--- src/rtl/target_fifo_reader_pkg.sv ---
// Shared definitions for the target-record FIFO reader: record layout, record types,
// FIFO flag indices and the one-hot read-handshake state encoding.
package target_fifo_reader_pkg;

    localparam int REC_W    = 32;
    localparam int ADDR_W   = 10;
    localparam int BEAR_W   = 12;
    localparam int FREQ_W   = 2;

    localparam int TYPE_HI  = 31;
    localparam int TYPE_LO  = 30;
    localparam int DOOR_BIT = 29;
    localparam int RSV_HI   = 28;
    localparam int RSV_LO   = 24;
    localparam int FREQ_HI  = 23;
    localparam int FREQ_LO  = 22;
    localparam int BEAR_HI  = 21;
    localparam int BEAR_LO  = 10;
    localparam int ADDR_HI  = 9;
    localparam int ADDR_LO  = 0;

    localparam logic [1:0] TYPE_START = 2'b01;
    localparam logic [1:0] TYPE_END   = 2'b10;

    localparam int EMPTY = 2;
    localparam int AFULL = 1;
    localparam int FULL  = 0;

    typedef enum logic [6:0] {
        S_IDLE  = 7'b000_0001,
        S_REQ   = 7'b000_0010,
        S_WAIT  = 7'b000_0100,
        S_CAP   = 7'b000_1000,
        S_DEC   = 7'b001_0000,
        S_GAP   = 7'b010_0000,
        S_ABORT = 7'b100_0000
    } state_e;

    typedef struct packed {
        logic [1:0]        rtype;
        logic              door;
        logic [4:0]        rsv;
        logic [FREQ_W-1:0] freq;
        logic [BEAR_W-1:0] bear;
        logic [ADDR_W-1:0] addr;
    } rec_t;

    function automatic rec_t decode_rec(input logic [REC_W-1:0] w);
        rec_t r;
        r.rtype = w[TYPE_HI:TYPE_LO];
        r.door  = w[DOOR_BIT];
        r.rsv   = w[RSV_HI:RSV_LO];
        r.freq  = w[FREQ_HI:FREQ_LO];
        r.bear  = w[BEAR_HI:BEAR_LO];
        r.addr  = w[ADDR_HI:ADDR_LO];
        return r;
    endfunction

    function automatic logic rec_fmt_ok(input rec_t r);
        return ((r.rtype == TYPE_START) || (r.rtype == TYPE_END)) && (r.rsv == '0);
    endfunction

endpackage

--- src/rtl/target_fifo_reader_pair_unit.sv ---
// Pairs start and end records into target reports; owns the open-start register,
// the range-width arithmetic and the saturating error counters.
module tgt_pair_unit
    import target_fifo_reader_pkg::*;
#(
    parameter int CNT_W = 8
) (
    input  logic              clk,
    input  logic              rst_n,
    input  logic              clr_i,
    input  logic              dec_i,
    input  logic [REC_W-1:0]  rec_i,
    output logic              tgt_valid_o,
    output logic [ADDR_W-1:0] addr_s_o,
    output logic [ADDR_W-1:0] addr_e_o,
    output logic [ADDR_W-1:0] width_o,
    output logic [BEAR_W-1:0] bear_o,
    output logic [FREQ_W-1:0] freq_o,
    output logic              door_o,
    output logic [CNT_W-1:0]  err_orph_s_o,
    output logic [CNT_W-1:0]  err_orph_e_o,
    output logic [CNT_W-1:0]  err_fmt_o
);

    typedef struct packed {
        logic              door;
        logic [FREQ_W-1:0] freq;
        logic [BEAR_W-1:0] bear;
        logic [ADDR_W-1:0] addr;
    } open_t;

    typedef struct packed {
        logic              valid;
        logic [ADDR_W-1:0] addr_s;
        logic [ADDR_W-1:0] addr_e;
        logic [ADDR_W-1:0] width;
        logic [BEAR_W-1:0] bear;
        logic [FREQ_W-1:0] freq;
        logic              door;
    } rpt_t;

    function automatic logic [CNT_W-1:0] sat_inc(input logic [CNT_W-1:0] v);
        return (&v) ? v : v + 1'b1;
    endfunction

    rec_t             rec;
    logic             open_q, open_d;
    open_t            start_q, start_d;
    rpt_t             rpt_q, rpt_d;
    logic [CNT_W-1:0] orph_s_q, orph_s_d;
    logic [CNT_W-1:0] orph_e_q, orph_e_d;
    logic [CNT_W-1:0] fmt_q, fmt_d;

    // NOTE: every always_comb output gets its default first so no path can infer a latch.
    always_comb begin
        rec       = decode_rec(rec_i);
        open_d    = open_q;
        start_d   = start_q;
        rpt_d     = rpt_q;
        rpt_d.valid = 1'b0;
        orph_s_d  = orph_s_q;
        orph_e_d  = orph_e_q;
        fmt_d     = fmt_q;

        if (dec_i) begin
            if (!rec_fmt_ok(rec)) begin
                fmt_d = sat_inc(fmt_q);
            end else if (rec.rtype == TYPE_START) begin
                if (open_q) orph_s_d = sat_inc(orph_s_q);
                open_d  = 1'b1;
                start_d = '{door: rec.door, freq: rec.freq, bear: rec.bear, addr: rec.addr};
            end else if (open_q && (rec.freq == start_q.freq)) begin
                // Modular subtraction keeps targets straddling cell 1023 valid.
                rpt_d = '{valid:  1'b1,
                          addr_s: start_q.addr,
                          addr_e: rec.addr,
                          width:  rec.addr - start_q.addr,
                          bear:   start_q.bear,
                          freq:   start_q.freq,
                          door:   start_q.door | rec.door};
                open_d = 1'b0;
            end else begin
                orph_e_d = sat_inc(orph_e_q);
            end
        end

        if (clr_i) begin
            open_d   = 1'b0;
            orph_s_d = '0;
            orph_e_d = '0;
            fmt_d    = '0;
        end
    end

    // NOTE: sequential state is written only with non-blocking assignments.
    always_ff @(posedge clk or negedge rst_n) begin
        if (!rst_n) begin
            open_q   <= 1'b0;
            start_q  <= '0;
            rpt_q    <= '0;
            orph_s_q <= '0;
            orph_e_q <= '0;
            fmt_q    <= '0;
        end else begin
            open_q   <= open_d;
            start_q  <= start_d;
            rpt_q    <= rpt_d;
            orph_s_q <= orph_s_d;
            orph_e_q <= orph_e_d;
            fmt_q    <= fmt_d;
        end
    end

    assign tgt_valid_o  = rpt_q.valid;
    assign addr_s_o     = rpt_q.addr_s;
    assign addr_e_o     = rpt_q.addr_e;
    assign width_o      = rpt_q.width;
    assign bear_o       = rpt_q.bear;
    assign freq_o       = rpt_q.freq;
    assign door_o       = rpt_q.door;
    assign err_orph_s_o = orph_s_q;
    assign err_orph_e_o = orph_e_q;
    assign err_fmt_o    = fmt_q;

endmodule

--- src/rtl/target_fifo_reader.sv ---
// Read-side consumer of the target-record FIFO: drives the rden/rdstb handshake with
// per-phase timeouts and hands each captured record to the pairing unit.
module target_fifo_reader
    import target_fifo_reader_pkg::*;
#(
    parameter int TMO_CYC = 64,
    parameter int GAP_CYC = 3,
    parameter int CNT_W   = 8
) (
    input  logic              rdclk,
    input  logic              reset,
    input  logic              en,
    input  logic              clr,
    input  logic              rdstb,
    input  logic [REC_W-1:0]  rddata,
    input  logic [2:0]        rdstate,
    output logic              rden,
    output logic              busy,
    output logic              tgt_valid,
    output logic [ADDR_W-1:0] tgt_addr_s,
    output logic [ADDR_W-1:0] tgt_addr_e,
    output logic [ADDR_W-1:0] tgt_width,
    output logic [BEAR_W-1:0] tgt_bear,
    output logic [FREQ_W-1:0] tgt_freq,
    output logic              tgt_door,
    output logic [CNT_W-1:0]  err_orph_s,
    output logic [CNT_W-1:0]  err_orph_e,
    output logic [CNT_W-1:0]  err_fmt,
    output logic              err_tmo
);

    localparam int TMR_W = $clog2((TMO_CYC > GAP_CYC) ? TMO_CYC : GAP_CYC) + 1;
    localparam logic [TMR_W-1:0] TMO_LAST = TMR_W'(TMO_CYC - 1);
    localparam logic [TMR_W-1:0] GAP_LAST = TMR_W'(GAP_CYC - 1);

    state_e             state_q, state_d;
    logic [TMR_W-1:0]   timer_q, timer_d;
    logic [REC_W-1:0]   rec_q, rec_d;
    logic               err_tmo_q, err_tmo_d;
    logic               dec;

    // Full and almost-full are deliberately ignored; only the empty flag gates reads.
    logic unused_flags;
    assign unused_flags = rdstate[FULL] ^ rdstate[AFULL];

    always_comb begin
        state_d   = state_q;
        timer_d   = timer_q + 1'b1;
        rec_d     = rec_q;
        err_tmo_d = err_tmo_q;
        dec       = 1'b0;

        case (state_q)
            S_IDLE: begin
                timer_d = '0;
                if (en && rdstb && !rdstate[EMPTY]) state_d = S_REQ;
            end
            S_REQ: begin
                if (!rdstb)                  state_d = S_WAIT;
                else if (timer_q == TMO_LAST) state_d = S_ABORT;
            end
            S_WAIT: begin
                if (rdstb)                   state_d = S_CAP;
                else if (timer_q == TMO_LAST) state_d = S_ABORT;
            end
            S_CAP: begin
                rec_d   = rddata;
                state_d = S_DEC;
            end
            S_DEC: begin
                dec     = 1'b1;
                state_d = S_GAP;
            end
            S_GAP: begin
                if (timer_q == GAP_LAST) state_d = S_IDLE;
            end
            S_ABORT: begin
                err_tmo_d = 1'b1;
                state_d   = S_GAP;
            end
            default: state_d = S_IDLE;
        endcase

        // Each timed phase starts counting from zero on entry.
        if (state_d != state_q) timer_d = '0;
        if (clr) err_tmo_d = 1'b0;
    end

    always_ff @(posedge rdclk or negedge reset) begin
        if (!reset) begin
            state_q   <= S_IDLE;
            timer_q   <= '0;
            rec_q     <= '0;
            err_tmo_q <= 1'b0;
        end else begin
            state_q   <= state_d;
            timer_q   <= timer_d;
            rec_q     <= rec_d;
            err_tmo_q <= err_tmo_d;
        end
    end

    assign rden    = (state_q == S_REQ);
    assign busy    = (state_q != S_IDLE);
    assign err_tmo = err_tmo_q;

    tgt_pair_unit #(.CNT_W(CNT_W)) u_pair (
        .clk          (rdclk),
        .rst_n        (reset),
        .clr_i        (clr),
        .dec_i        (dec),
        .rec_i        (rec_q),
        .tgt_valid_o  (tgt_valid),
        .addr_s_o     (tgt_addr_s),
        .addr_e_o     (tgt_addr_e),
        .width_o      (tgt_width),
        .bear_o       (tgt_bear),
        .freq_o       (tgt_freq),
        .door_o       (tgt_door),
        .err_orph_s_o (err_orph_s),
        .err_orph_e_o (err_orph_e),
        .err_fmt_o    (err_fmt)
    );

endmodule

--- config.mk ---
export PLATFORM = sky130hd
export DESIGN_NAME = target_fifo_reader
export DESIGN_NICKNAME = d
export VERILOG_FILES = /design/src/rtl/target_fifo_reader_pkg.sv /design/src/rtl/target_fifo_reader_pair_unit.sv /design/src/rtl/target_fifo_reader.sv
export SDC_FILE = /design/constraint.sdc
export NUM_CORES = 1
export LEC_CHECK = 0
export ABC_AREA = 1
export ABC_CLOCK_PERIOD_IN_PS = 1700
export BUFFER_PORTS_ARGS = -buffer_cell sky130_fd_sc_hd__buf_2
export CORE_MARGIN = 10
export CORE_UTILIZATION = 51
export CTS_CLUSTER_DIAMETER = 30
export DETAILED_ROUTE_END_ITERATION = 12
export PLACE_DENSITY = 0.83
export SLEW_MARGIN = 10
export SYNTH_ARGS = -nofsm -noshare
export SYNTH_HDL_FRONTEND = slang
export SYNTH_SLANG_ARGS = --single-unit
--- constraint.sdc ---
create_clock -name rdclk -period 1.7 [get_ports rdclk]
set_input_delay 0.085 -clock rdclk [delete_from_list [all_inputs] [get_ports rdclk]]
set_output_delay 0.085 -clock rdclk [all_outputs]
set_load 0.005 [all_outputs]
==> parameters.txt, run 1 <==
Parameter                              Value

Worst hold path
  Kind of path behind the tightest hold check ... input pin to flip-flop
  Hold Path Depth ... 4
  Hold path start ... rdstate[2]
  Hold Path End ... state_q[1]

Synthesis
  Xor and xnor fraction of the mapped netlist area ... 2.40%
  Syn. warnings ... 0
  Most frequent cells after synthesis ... 246 x sky130_fd_sc_hd__nand2_1, 142 x sky130_fd_sc_hd__dfrtp_1, 90 x sky130_fd_sc_hd__inv_1, 82 x sky130_fd_sc_hd__o21ai_0, 60 x sky130_fd_sc_hd__nor2_1
  Count of flip-flops with a built-in enable after synthesis ... 0
  Largest family of logic cells by synthesized area ... simple AND/OR/NAND/NOR gates
  Synthesized cell area ... 0.00658 mm^2
  Mux share of post-synthesis cell area ... 0%
  Top cells by area in the synthesized netlist ... sky130_fd_sc_hd__dfrtp_1 54%, sky130_fd_sc_hd__nand2_1 14%, sky130_fd_sc_hd__o21ai_0 6.2%, sky130_fd_sc_hd__inv_1 5.1%, sky130_fd_sc_hd__nor2_1 3.4%
  Arithmetic-cell share of the synthesized area counting full adders, half adders and majority gates ... 3.16%
  Area share of and/or/nand/nor cells after synthesis ... 23.2%
  Share of the synthesized area in compound gates (AO/OA/AOI/OAI) ... 9.73%
  Top-area cell type share of the netlist area ... 54.0%
  Proportion of synthesized flip-flops having asynchronous set or reset ... 100%
  Synth unique cells ... 35
  Sequential area share after synthesis ... 54.4%
  Dominant cell by count in the synthesized netlist ... sky130_fd_sc_hd__nand2_1
  Prevailing post-synth register cell ... sky130_fd_sc_hd__dfrtp_1
  Synthesized netlist net count ... 847
  Cell type with the largest total area after synthesis ... sky130_fd_sc_hd__dfrtp_1
  Post-Synthesis Cells ... 791
  Mean instance size in the synthesized netlist ... 8.32 um^2
  Flip-flop and latch count after synthesis ... 143

Timing
  Period utilisation layout ... 106%
  Max Clock Skew ... 0.00920 ns
  RSZ-0062 raised after global routing ... true
  Highest achievable clock rate ... 555 MHz
  Max-slew violation count ... 0
  Transition at the pin with the smallest max-transition slack ... 0.561 ns
  Final Setup Violations ... 49
  Min cycle time layout ... 1.80 ns
  Hold slack final ... 0.0154 ns
  Worst path setup slack after routing ... -0.101 ns
  Max-slew headroom at the worst pin ... 62.6%
  Hold Violations, Final ... 0

Worst setup path
  Maximum fanout along the worst path ... 23
  Cell type group with the largest total delay on the critical path ... buffers and inverters
  Cell depth of the worst flop-to-flop path ... 11
  Count of buffering cells on the critical path with inverters included ... 4
  Cell-by-cell trace of the critical path ... inv_2 > ha_4 > nor3_2 > nand2_1 > inv_2 > nand2_4 > nor3_4 > inv_4 > bufbuf_16 > nand2_1 > o21ai_1
  Critical Path RT ... 2.02 ns
  Worst setup path category ... flip-flop to flip-flop
  Critical path capture point type ... flip-flop
  CP peak stage delay ... 0.37 ns
  Reg2reg start ... rec_q[31]
  Data arrival time at the worst-slack endpoint ... 2.12 ns
  Cell with the largest stage delay on the worst path ... sky130_fd_sc_hd__dfrtp_1
  Crit Reg-Reg Endpoint ... u_pair.bear_o[9]
  Setup slack on the worst flop-to-flop path ... -0.10 ns
  CP startpoint kind ... flip-flop

Placement
  Port Buffers ... 110
  Final weighted congestion in routability-driven placement ... 0.858
  Placed instance area ... 0.00772 mm^2
  Detailed placement HPWL ... 11400 um

CTS
  CTS Buf Count ... 17
  Depth of the CTS H-tree ... 4
  Number of buffers on the longest clock path ... 2
  Reg clk slew, reported paths ... 0.06 ns
  Clock Root Buffer ... sky130_fd_sc_hd__clkbuf_16
  Clock latency of the later-clocked register in the worst-skew pair ... 0.43 ns
  Number of sinks handled by clock tree synthesis ... 143
  TritonCTS clock tree ... yes

Global routing
  Vias in the first global route ... 6021
  Wire length of the first global-routing pass ... 29200 um
  Initial antenna violation count ... 0
  Leftover overflow at the end of global routing ... 0
  Largest net degree at the start of global routing ... 57
  GRT Total Usage ... 20.1%

Cells and area
  Number of fill cells ... 834
  Layout cell share with drive strength beyond 1 ... 32.2%
  Area growth from synthesis to final layout ... 42.5%
  Post-route standard cell area excluding fillers ... 0.00938 mm^2
  Nets ... 1057
  Final core utilization ... 74.3%

Drt
  Wire length on met1 ... 7860 um
  Sum of routed wire length over all layers ... 19000 um
  Final antenna-violating net count ... 0
  Iteration-0 DRC count of the detailed router ... 416
  Avg Vias per Cell ... 5.17
  Uppermost signal routing layer after detailed routing ... met4
  Met3 layer wire length in the routed design ... 926 um
  DR vias ... 6131
  DRC Markers ... 0
  Wire length per cell after detailed routing ... 16.0 um
  Metal2 WL ... 9630 um
  Router iterations before antenna repair ... 4

Floorplanning
  Initial core utilization ... 52.2%
  Placeable core region ... 0.0126 mm^2
  Die Area ... 0.0178 mm^2
  Std cell rows ... 41
  Die H ... 134 um
  I/O pin cnt ... 113
  Chip Width ... 134 um

Power and ir drop
  Power density cells ... 1050 mW/mm^2
  Leak pwr ... 4.75 nW
  Worst IR Drop VDD ... 0.654 mV

Status
  Failing checks ... setup timing
  Result of the run ... finished with violations

Flow run
  Max-capacitance violation count ... 0
final cells by class:
class	instances	area, um^2	share of cell area [%]
multi-input cells	531	2980	31.8
flip-flops and latches	143	3580	38.2
repair buffers	215	1620	17.2
diodes	1	2.50	0.0267
clock inverters	13	189	2.01
well taps	172	215	2.29
inverters	93	357	3.80
clock buffers	18	439	4.68
worst min-delay path, stage by stage:
cell and delay, ns:
sky130_fd_sc_hd__buf_2 0.08, sky130_fd_sc_hd__nor2_1 0.05, sky130_fd_sc_hd__a21oi_1 0.12, sky130_fd_sc_hd__o21ai_0 0.08
metrics by stage:
step | setup WS (ns) | setup TNS, ns | power, mW | instances
3_5_place_dp | -0.114 | -5.61 | 5.38 | 1105
2_1_floorplan | -0.174 | -5.16 | 4.76 | 791
3_3_place_gp | -0.0742 | -1.40 | 5.33 | 1105
5_1_grt | -0.222 | -9.29 | 10.3 | 1185
4_1_cts | -0.0973 | -2.73 | 9.53 | 1180
6_report | -0.101 | -2.92 | 9.84 | 1186
power by group:
| part | switching, mW | internal [mW] |
|---|---|---|
| logic | 1.15 | 0.843 |
| clock network | 1.47 | 2.49 |
| registers | 0.201 | 3.69 |
flip-flops by register name, indices dropped and copies added, names as in the netlist:
name and flops:
timer_q 7, u_pair.width_o 10, u_pair.addr_s_o 10, rec_q 32
state_q 7, u_pair.err_orph_e_o 8, u_pair.freq_o 2, u_pair.bear_o 12
u_pair.door_o 1, u_pair.err_fmt_o 8, u_pair.err_orph_s_o 8, u_pair.addr_e_o 10
u_pair.open_q 1, u_pair.start_q 25, err_tmo 1, u_pair.tgt_valid_o 1
cell usage in the layout, fill, tap and decap left out, drive strengths merged, types with 2 or more instances in the layout:
master,n
clkbuf,19
nand3,36
ha,15
dfrtp,142
clkinv,4
dlygate4sd3,35
a21oi,16
o21ai,103
buf,178
nand4,11
inv,93
or2,3
xor2,16
nor4,2
nand2,247
nor3,8
xnor2,2
o21bai,2
clkinvlp,5
bufinv,4
nor2,62
per-layer routing:
metal	vias to the layer above	track usage, %
li1	2943	-
met2	187	34.3
met3	42	5.08
met4	0	8.59
met5	-	0
met1	2959	23.5
cells by family after synthesis:
kind of cell | Yosys count
AND/OR/NAND/NOR | 372
flip-flops | 143
AO/OA/AOI/OAI | 125
buffers and inverters | 117
XOR/XNOR | 18
adder cells (fa/ha/maj) | 16
worst max-delay path by stage:
stage                from                  to  slack (ns)  depth (start not counted)
2_1_floorplan   rec_q[30]   u_pair.width_o[2]       -0.17                         11
3_3_place_gp   timer_q[0]          timer_q[4]       -0.07                          9
3_5_place_dp    rec_q[31]  u_pair.addr_s_o[7]       -0.11                         11
4_1_cts         rec_q[31]   u_pair.width_o[3]        -0.1                         11
5_1_grt        state_q[1]   u_pair.width_o[5]       -0.22                          8
6_report        rec_q[31]    u_pair.bear_o[9]       -0.10                         11
what timing repair did:
item | CTS | global route
hold buffers | 35 | 0
setup endpoints to repair | 76 | 97
cloned | 3 | 1
pin swaps | 11 | 21
gates resized for setup | 51 | 117
hold endpoints to repair | 84 | 0
buffers inserted | 6 | 6
Power figures use the tool's default switching activity.
==> run 2, diff against run 1 <==
--- a/config.mk
+++ b/config.mk
@@ -8,6 +8,7 @@
 export ABC_AREA = 1
 export ABC_CLOCK_PERIOD_IN_PS = 1700
 export BUFFER_PORTS_ARGS = -buffer_cell sky130_fd_sc_hd__buf_2
+export CORE_ASPECT_RATIO = 1.75
 export CORE_MARGIN = 10
 export CORE_UTILIZATION = 51
 export CTS_CLUSTER_DIAMETER = 30
==> run 2 against run 1 <==
Compared with the run above: the run still ends with setup timing left; clock skew about the same; via count rose by 8.6%; cell count increased by 1.6%; sequential power about the same; die area grew 1.0%; flip-flop and latch count did not move; wire length grew 16%.
==> parameters.txt, run 2 (synthesized netlist as in run 1, its figures left out) <==
Parameter                              Value

Drt
  Wire length per cell after detailed routing ... 18.3 um (+14%)
  Avg Vias per Cell ... 5.53 (+6.9%)
  Router iterations before antenna repair ... 7 (+3)
  DRC Markers ... 0 (unchanged)
  Iteration-0 DRC count of the detailed router ... 598 (+44%)
  DR vias ... 6660 (+8.6%)
  Sum of routed wire length over all layers ... 22000 um (+16%)
  Final antenna-violating net count ... 0 (unchanged)

CTS
  Clock Root Buffer ... sky130_fd_sc_hd__clkbuf_16
  Number of buffers on the longest clock path ... 2 (unchanged)
  Reg clk slew, reported paths ... 0.06 ns (about the same)
  Depth of the CTS H-tree ... 4 (unchanged)
  CTS Buf Count ... 17 (unchanged)
  Number of sinks handled by clock tree synthesis ... 143 (unchanged)
  Clock latency of the later-clocked register in the worst-skew pair ... 0.42 ns (about the same)
  TritonCTS clock tree ... yes

Global routing
  Vias in the first global route ... 6451 (+7.1%)
  Wire length of the first global-routing pass ... 30800 um (+5.6%)
  Leftover overflow at the end of global routing ... 0 (unchanged)
  Initial antenna violation count ... 0 (unchanged)
  Largest net degree at the start of global routing ... 50 (-12%)
  GRT Total Usage ... 20.9% (+0.83 points)

Timing
  Highest achievable clock rate ... 515 MHz (-7.3%)
  RSZ-0062 raised after global routing ... true
  Worst path setup slack after routing ... -0.242 ns (-0.141 ns)
  Hold Violations, Final ... 0 (unchanged)
  Hold slack final ... 0.0373 ns (+0.0220 ns)
  Transition at the pin with the smallest max-transition slack ... 0.456 ns (-0.105 ns)
  Period utilisation layout ... 114% (+8.3 points)
  Max Clock Skew ... 0.00895 ns (-0.000248 ns)
  Max-slew headroom at the worst pin ... 69.4% (+6.8 points)
  Setup TNS Final ... -14.89 ns (-11.97 ns)
  Max-slew violation count ... 0 (unchanged)
  Final Setup Violations ... 104 (+110%)
  Min cycle time layout ... 1.94 ns (+0.141 ns)

Placement
  Port Buffers ... 110 (unchanged)
  Cell count after placement ... 1110 (+0.45%)
  Placed instance area ... 0.00777 mm^2 (+0.65%)
  Detailed placement HPWL ... 12100 um (+5.7%)
  Final weighted congestion in routability-driven placement ... 0.906 (+5.6%)

Worst setup path
  Maximum fanout along the worst path ... 3 (-87%)
  Data arrival time at the worst-slack endpoint ... 2.31 ns (+0.19 ns)
  CP startpoint kind ... flip-flop
  Critical path capture point type ... flip-flop
  Cell with the largest stage delay on the worst path ... sky130_fd_sc_hd__dfrtp_1
  Worst setup path category ... flip-flop to flip-flop
  Cell-by-cell trace of the critical path ... inv_2 > ha_4 > nor3_4 > nand2_2 > inv_2 > buf_4 > buf_6 > nand3_4 > clkinv_4 > nand2_4 > nor2_4 > buf_6 > nand3_1 > nand2_2
  Cell type group with the largest total delay on the critical path ... simple AND/OR/NAND/NOR gates
  Critical Path RT ... 2.07 ns (+0.05 ns)
  CP peak stage delay ... 0.40 ns (+0.03 ns)
  Count of buffering cells on the critical path with inverters included ... 6 (+2)

Power and ir drop
  Worst IR Drop VDD ... 1.14 mV (+74%)
  Power density cells ... 1010 mW/mm^2 (-4.1%)
  Leak pwr ... 4.87 nW (+2.5%)
  Post-layout power ... 9.64 mW (-2.0%)

Floorplanning
  Initial core utilization ... 52.4% (+0.22 points)
  Placeable core region ... 0.0126 mm^2 (-0.42%)
  Std cell rows ... 54 (+32%)
  Chip Width ... 106 um (-21%)
  Die H ... 170 um (+27%)
  Die Area ... 0.0180 mm^2 (+1.0%)
  I/O pin cnt ... 113 (unchanged)

Cells and area
  Number of fill cells ... 759 (-9.0%)
  Layout Cells excl Fill ... 1205 (+1.6%)
  Register with the most flip-flops ... rec_q
  Commonest non-fill, non-tap cells in the layout ... 213 x sky130_fd_sc_hd__nand2_1, 142 x sky130_fd_sc_hd__dfrtp_1, 108 x sky130_fd_sc_hd__buf_2
  Post-route standard cell area excluding fillers ... 0.00958 mm^2 (+2.1%)
  Sequential cell area ... 0.00358 mm^2 (unchanged)
  Layout cell share with drive strength beyond 1 ... 33.9% (+1.8 points)
  Flip-flop count of the largest register, all copies and words added ... 32 (unchanged)
  Area growth from synthesis to final layout ... 45.6%
  Most common cell after layout, fill and taps aside ... sky130_fd_sc_hd__nand2_1
  Combined area of the multi-input logic cells ... 0.00302 mm^2 (+1.1%)
  Nets ... 1082 (+2.4%)
  Diode insertion count for antenna repair ... 0 (-1)

Flow run
  Max-capacitance violation count ... 0 (unchanged)

Worst hold path
  Kind of path behind the tightest hold check ... input pin to flip-flop

Status
  Result of the run ... finished with violations
  Failing checks ... setup timing
## run 2: cell count changes in the layout (fill, tap and decap cells not counted), sizes merged
cell,delta
clkbuf,+4
clkinv,+3
clkinvlp,-2
nand2,+1
buf,+25
dlygate4sd3,-2
inv,-1
bufinv,-3
diode,-1
bufbuf,-1
## run 2: area by class of cell
type / instances / share of cell area (%)
Timing Repair Buffer: 239 / 19.5
Sequential cell: 143 / 37.4
Clock inverter: 10 / 0.940
Inverter: 93 / 3.80
Clock buffer: 20 / 4.77
Tap cell: 168 / 2.19
Multi-Input combinational cell: 532 / 31.5
## run 2: what timing repair did
| action | in CTS | in global routing |
|---|---|---|
| pin swaps | 5 | 31 |
| endpoints found under the hold margin | 127 | 0 |
| endpoints found under the setup margin | 101 | 137 |
| buffers inserted | 6 | 20 |
| gates cloned | 3 | 5 |
| gates resized for setup | 55 | 145 |
| hold buffers | 33 | 0 |
## run 2: layer usage
| layer | share of wire [%] | global-route usage, % |
|---|---|---|
| met1 | 36 | 22.7 |
| met5 | 0 | 0 |
| met4 | 4.1 | 8.93 |
| met3 | 6.5 | 5.90 |
| met2 | 53 | 37.1 |
## run 2: where the power goes
group / total, mW / internal (mW) / switching [mW]
registers: 3.91 / 3.69 / 0.215
logic: 2.25 / 0.937 / 1.31
clock network: 3.48 / 2.06 / 1.42
total: 9.64 / 6.69 / 2.95
## run 2: worst paths after layout
check / from / endpoint / slack [ns] / depth (start not counted)
min in group asynchronous: reset / state_q[1] / 0.16 / 2
hold reg to reg: u_pair.width_o[7] / u_pair.width_o[7] / 0.48 / 2
setup / recovery: rec_q[31] / u_pair.err_orph_s_o[6] / -0.24 / 14
hold / removal: en / state_q[1] / 0.04 / 3
setup reg to reg: rec_q[31] / u_pair.err_orph_s_o[6] / -0.24 / 14
max in group asynchronous: reset / u_pair.width_o[6] / 0.90 / 3
## run 2: metrics by stage
stage / utilization (%) / worst slack [ns]
after floorplan: - / -0.174
after global placement: 61.8 / -0.153
after detailed placement: 61.8 / -0.156
after CTS: 70.9 / -0.157
after global routing: 76.2 / -0.355
final: 76.2 / -0.242
## run 2: tightest hold or removal path, stage by stage
cell	delay, ns
sky130_fd_sc_hd__buf_2	0.09
sky130_fd_sc_hd__a21oi_1	0.06
sky130_fd_sc_hd__o21ai_0	0.18
==> run 3, diff against run 2 <==
--- a/config.mk
+++ b/config.mk
@@ -14,6 +14,7 @@
 export CTS_CLUSTER_DIAMETER = 30
 export DETAILED_ROUTE_END_ITERATION = 12
 export PLACE_DENSITY = 0.83
+export REMOVE_ABC_BUFFERS = 1
 export SLEW_MARGIN = 10
 export SYNTH_ARGS = -nofsm -noshare
 export SYNTH_HDL_FRONTEND = slang
==> run 3 against run 2 <==
Compared with the run above: the run still ends with setup timing left; critical path depth is 3 lower; count of clock-buffer cells in the layout is 1 lower; cell count is 1.9% lower; first-iteration DRC count decreased by 54%; combinational power fell by 14%; worst hold slack worse by 0.017 ns; utilization down 2.5 points; sequential share of layout area up 1.3 points; die area is the same; wire length down 18%; critical path type unchanged; largest cell class unchanged.
==> parameters.txt, run 3 (synthesized netlist as in run 1, its figures left out) <==
Parameter                              Value

Status
  Result of the run ... finished with violations
  Failing checks ... setup timing

CTS
  TritonCTS clock tree ... yes
  CTS Buf Count ... 17 (unchanged)
  Clock Root Buffer ... sky130_fd_sc_hd__clkbuf_16
  Depth of the CTS H-tree ... 4 (unchanged)
  Clock latency of the later-clocked register in the worst-skew pair ... 0.42 ns (about the same)
  Number of buffers on the longest clock path ... 2 (unchanged)
  Reg clk slew, reported paths ... 0.06 ns (about the same)
  Number of sinks handled by clock tree synthesis ... 143 (unchanged)

Cells and area
  Diode insertion count for antenna repair ... 0 (unchanged)
  Flip-flop count of the largest register, all copies and words added ... 32 (unchanged)
  Commonest non-fill, non-tap cells in the layout ... 201 x sky130_fd_sc_hd__nand2_1, 140 x sky130_fd_sc_hd__dfrtp_1, 109 x sky130_fd_sc_hd__buf_2
  Final core utilization ... 73.8% (-2.5 points)
  Area growth from synthesis to final layout ... 40.9%
  Register with the most flip-flops ... rec_q
  Nets ... 1057 (-2.3%)
  Most common cell after layout, fill and taps aside ... sky130_fd_sc_hd__nand2_1
  Layout cell share with drive strength beyond 1 ... 32.2% (-1.7 points)

Timing
  Min cycle time layout ... 1.78 ns (-0.166 ns)
  Transition at the pin with the smallest max-transition slack ... 0.506 ns (+0.0496 ns)
  Period utilisation layout ... 104% (-9.8 points)
  Setup TNS Final ... -1.48 ns (+13.41 ns)
  RSZ-0062 raised after global routing ... true
  Hold Violations, Final ... 0 (unchanged)
  Highest achievable clock rate ... 563 MHz (+9.4%)
  Final Setup Violations ... 53 (-49%)
  Max Clock Skew ... 0.0126 ns (+0.00365 ns)
  Worst path setup slack after routing ... -0.0757 ns (+0.166 ns)
  Max-slew headroom at the worst pin ... 66.3% (-3.1 points)
  Max-slew violation count ... 0 (unchanged)

Worst setup path
  Critical Path RT ... 2.06 ns (about the same)
  Worst setup path category ... flip-flop to flip-flop
  Data arrival time at the worst-slack endpoint ... 2.13 ns (-0.18 ns)
  Maximum fanout along the worst path ... 3 (unchanged)
  Critical path capture point type ... flip-flop
  CP startpoint kind ... flip-flop

Drt
  Sum of routed wire length over all layers ... 18100 um (-18%)
  Final antenna-violating net count ... 0 (unchanged)
  DRC Markers ... 0 (unchanged)
  Iteration-0 DRC count of the detailed router ... 275 (-54%)
  Metal2 WL ... 9730 um (-17%)
  Wire length per cell after detailed routing ... 15.3 um (-16%)
  Met3 layer wire length in the routed design ... 836 um (-42%)
  Router iterations before antenna repair ... 7 (unchanged)
  Wire length on met1 ... 6900 um (-13%)
  Uppermost signal routing layer after detailed routing ... met4
  Avg Vias per Cell ... 5.14 (-7.0%)
  DR vias ... 6074 (-8.8%)

Placement
  Final weighted congestion in routability-driven placement ... 0.861 (-5.0%)
  Port Buffers ... 110 (unchanged)
  Post-place setup slack ... -0.216 ns (-0.0595 ns)
  Detailed placement HPWL ... 11500 um (-4.6%)

Power and ir drop
  Worst IR Drop VDD ... 0.786 mV (-31%)
  Power density cells ... 1030 mW/mm^2 (+2.3%)
  Leak pwr ... 4.72 nW (-3.1%)

Floorplanning
  Die H ... 170 um (unchanged)
  Die Area ... 0.0180 mm^2 (unchanged)
  Placeable core region ... 0.0126 mm^2 (unchanged)
  Chip Width ... 106 um (unchanged)
  Std cell rows ... 54 (unchanged)
  Initial core utilization ... 52.4% (unchanged)
  I/O pin cnt ... 113 (unchanged)

Global routing
  Largest net degree at the start of global routing ... 54 (+8.0%)
  Wire length of the first global-routing pass ... 27600 um (-10%)
  Initial antenna violation count ... 0 (unchanged)
  GRT Total Usage ... 18.7% (-2.2 points)
  Leftover overflow at the end of global routing ... 0 (unchanged)
  Vias in the first global route ... 6016 (-6.7%)

Worst hold path
  Kind of path behind the tightest hold check ... input pin to flip-flop

Flow run
  Max-capacitance violation count ... 0 (unchanged)
[run 3: cell types whose count changed in the layout (fill, tap and decap cells not counted), moves of 6 or more]
cell	change
sky130_fd_sc_hd__nor2_2	-7
sky130_fd_sc_hd__buf_6	-9
sky130_fd_sc_hd__buf_4	-15
sky130_fd_sc_hd__nand2_1	-12
sky130_fd_sc_hd__nor2_1	+8
sky130_fd_sc_hd__o21ai_1	-17
sky130_fd_sc_hd__nand2_2	+13
sky130_fd_sc_hd__inv_1	+6
sky130_fd_sc_hd__o21ai_0	+10
sky130_fd_sc_hd__o21ai_2	+8
[run 3: worst paths after layout]
| kind | startpoint | endpoint | slack (ns) | cells past startpoint |
|---|---|---|---|---|
| setup / recovery | rec_q[30] | u_pair.err_orph_s_o[2] | -0.08 | 11 |
| setup reg to reg | rec_q[30] | u_pair.err_orph_s_o[2] | -0.08 | 11 |
| hold reg to reg | u_pair.addr_s_o[0] | u_pair.addr_s_o[0] | 0.47 | 2 |
| max in group asynchronous | reset | state_q[0] | 0.80 | 3 |
| hold / removal | rdstate[2] | state_q[1] | 0.02 | 4 |
| min in group asynchronous | reset | rec_q[18] | 0.23 | 2 |
[run 3: stage by stage]
stage / hold WS [ns] / power, mW / area, um^2 / cells
2_1_floorplan: -0.211 / 4.74 / 6460 / 767
3_3_place_gp: 0.0679 / 5.35 / 7710 / 1103
5_1_grt: 0.0602 / 10.0 / 9270 / 1182
3_5_place_dp: 0.0724 / 5.40 / 7710 / 1103
4_1_cts: 0.0169 / 9.26 / 8750 / 1171
6_report: 0.0201 / 9.54 / 9270 / 1182
[run 3: per-layer routing]
layer,GRT usage (%),vias up
met2,32.7,179
met1,20.2,2906
met5,0,-
li1,-,2937
met4,11.1,0
met3,4.20,52
[run 3: repair_timing]
action / in CTS / in global routing
hold endpoints to repair: 83 / 0
buffers inserted: 3 / 7
endpoints found under the setup margin: 109 / 108
cloned: 0 / 4
gates resized for setup: 31 / 137
pin swaps: 7 / 41
hold buffers: 35 / 0
[run 3: layout make-up]
class / instances / area [um^2]
Tap cell: 168 / 210
Inverter: 93 / 352
Sequential cell: 143 / 3580
Clock buffer: 19 / 443
Clock inverter: 13 / 151
Fill cell: 890 / 3300
Multi-Input combinational cell: 531 / 2950
Timing Repair Buffer: 215 / 1590
[run 3: power breakdown]
part,total (mW),switching [mW],leakage [nW],internal [mW]
sequential,3.87,0.181,1.83,3.69
combinational,1.94,1.11,2.60,0.831
clock,3.74,1.51,0.289,2.23
total,9.54,2.80,4.72,6.74
[run 3: critical path, stage by stage (launching register included)]
cell,delay (ns)
sky130_fd_sc_hd__dfrtp_1,0.38
sky130_fd_sc_hd__ha_1,0.30
sky130_fd_sc_hd__nor3_2,0.10
sky130_fd_sc_hd__nand2_1,0.11
sky130_fd_sc_hd__inv_2,0.10
sky130_fd_sc_hd__nand3_2,0.08
sky130_fd_sc_hd__inv_2,0.12
sky130_fd_sc_hd__nand2_4,0.07
sky130_fd_sc_hd__nor2_4,0.16
sky130_fd_sc_hd__buf_6,0.13
sky130_fd_sc_hd__nand4_1,0.08
sky130_fd_sc_hd__nand2_1,0.09
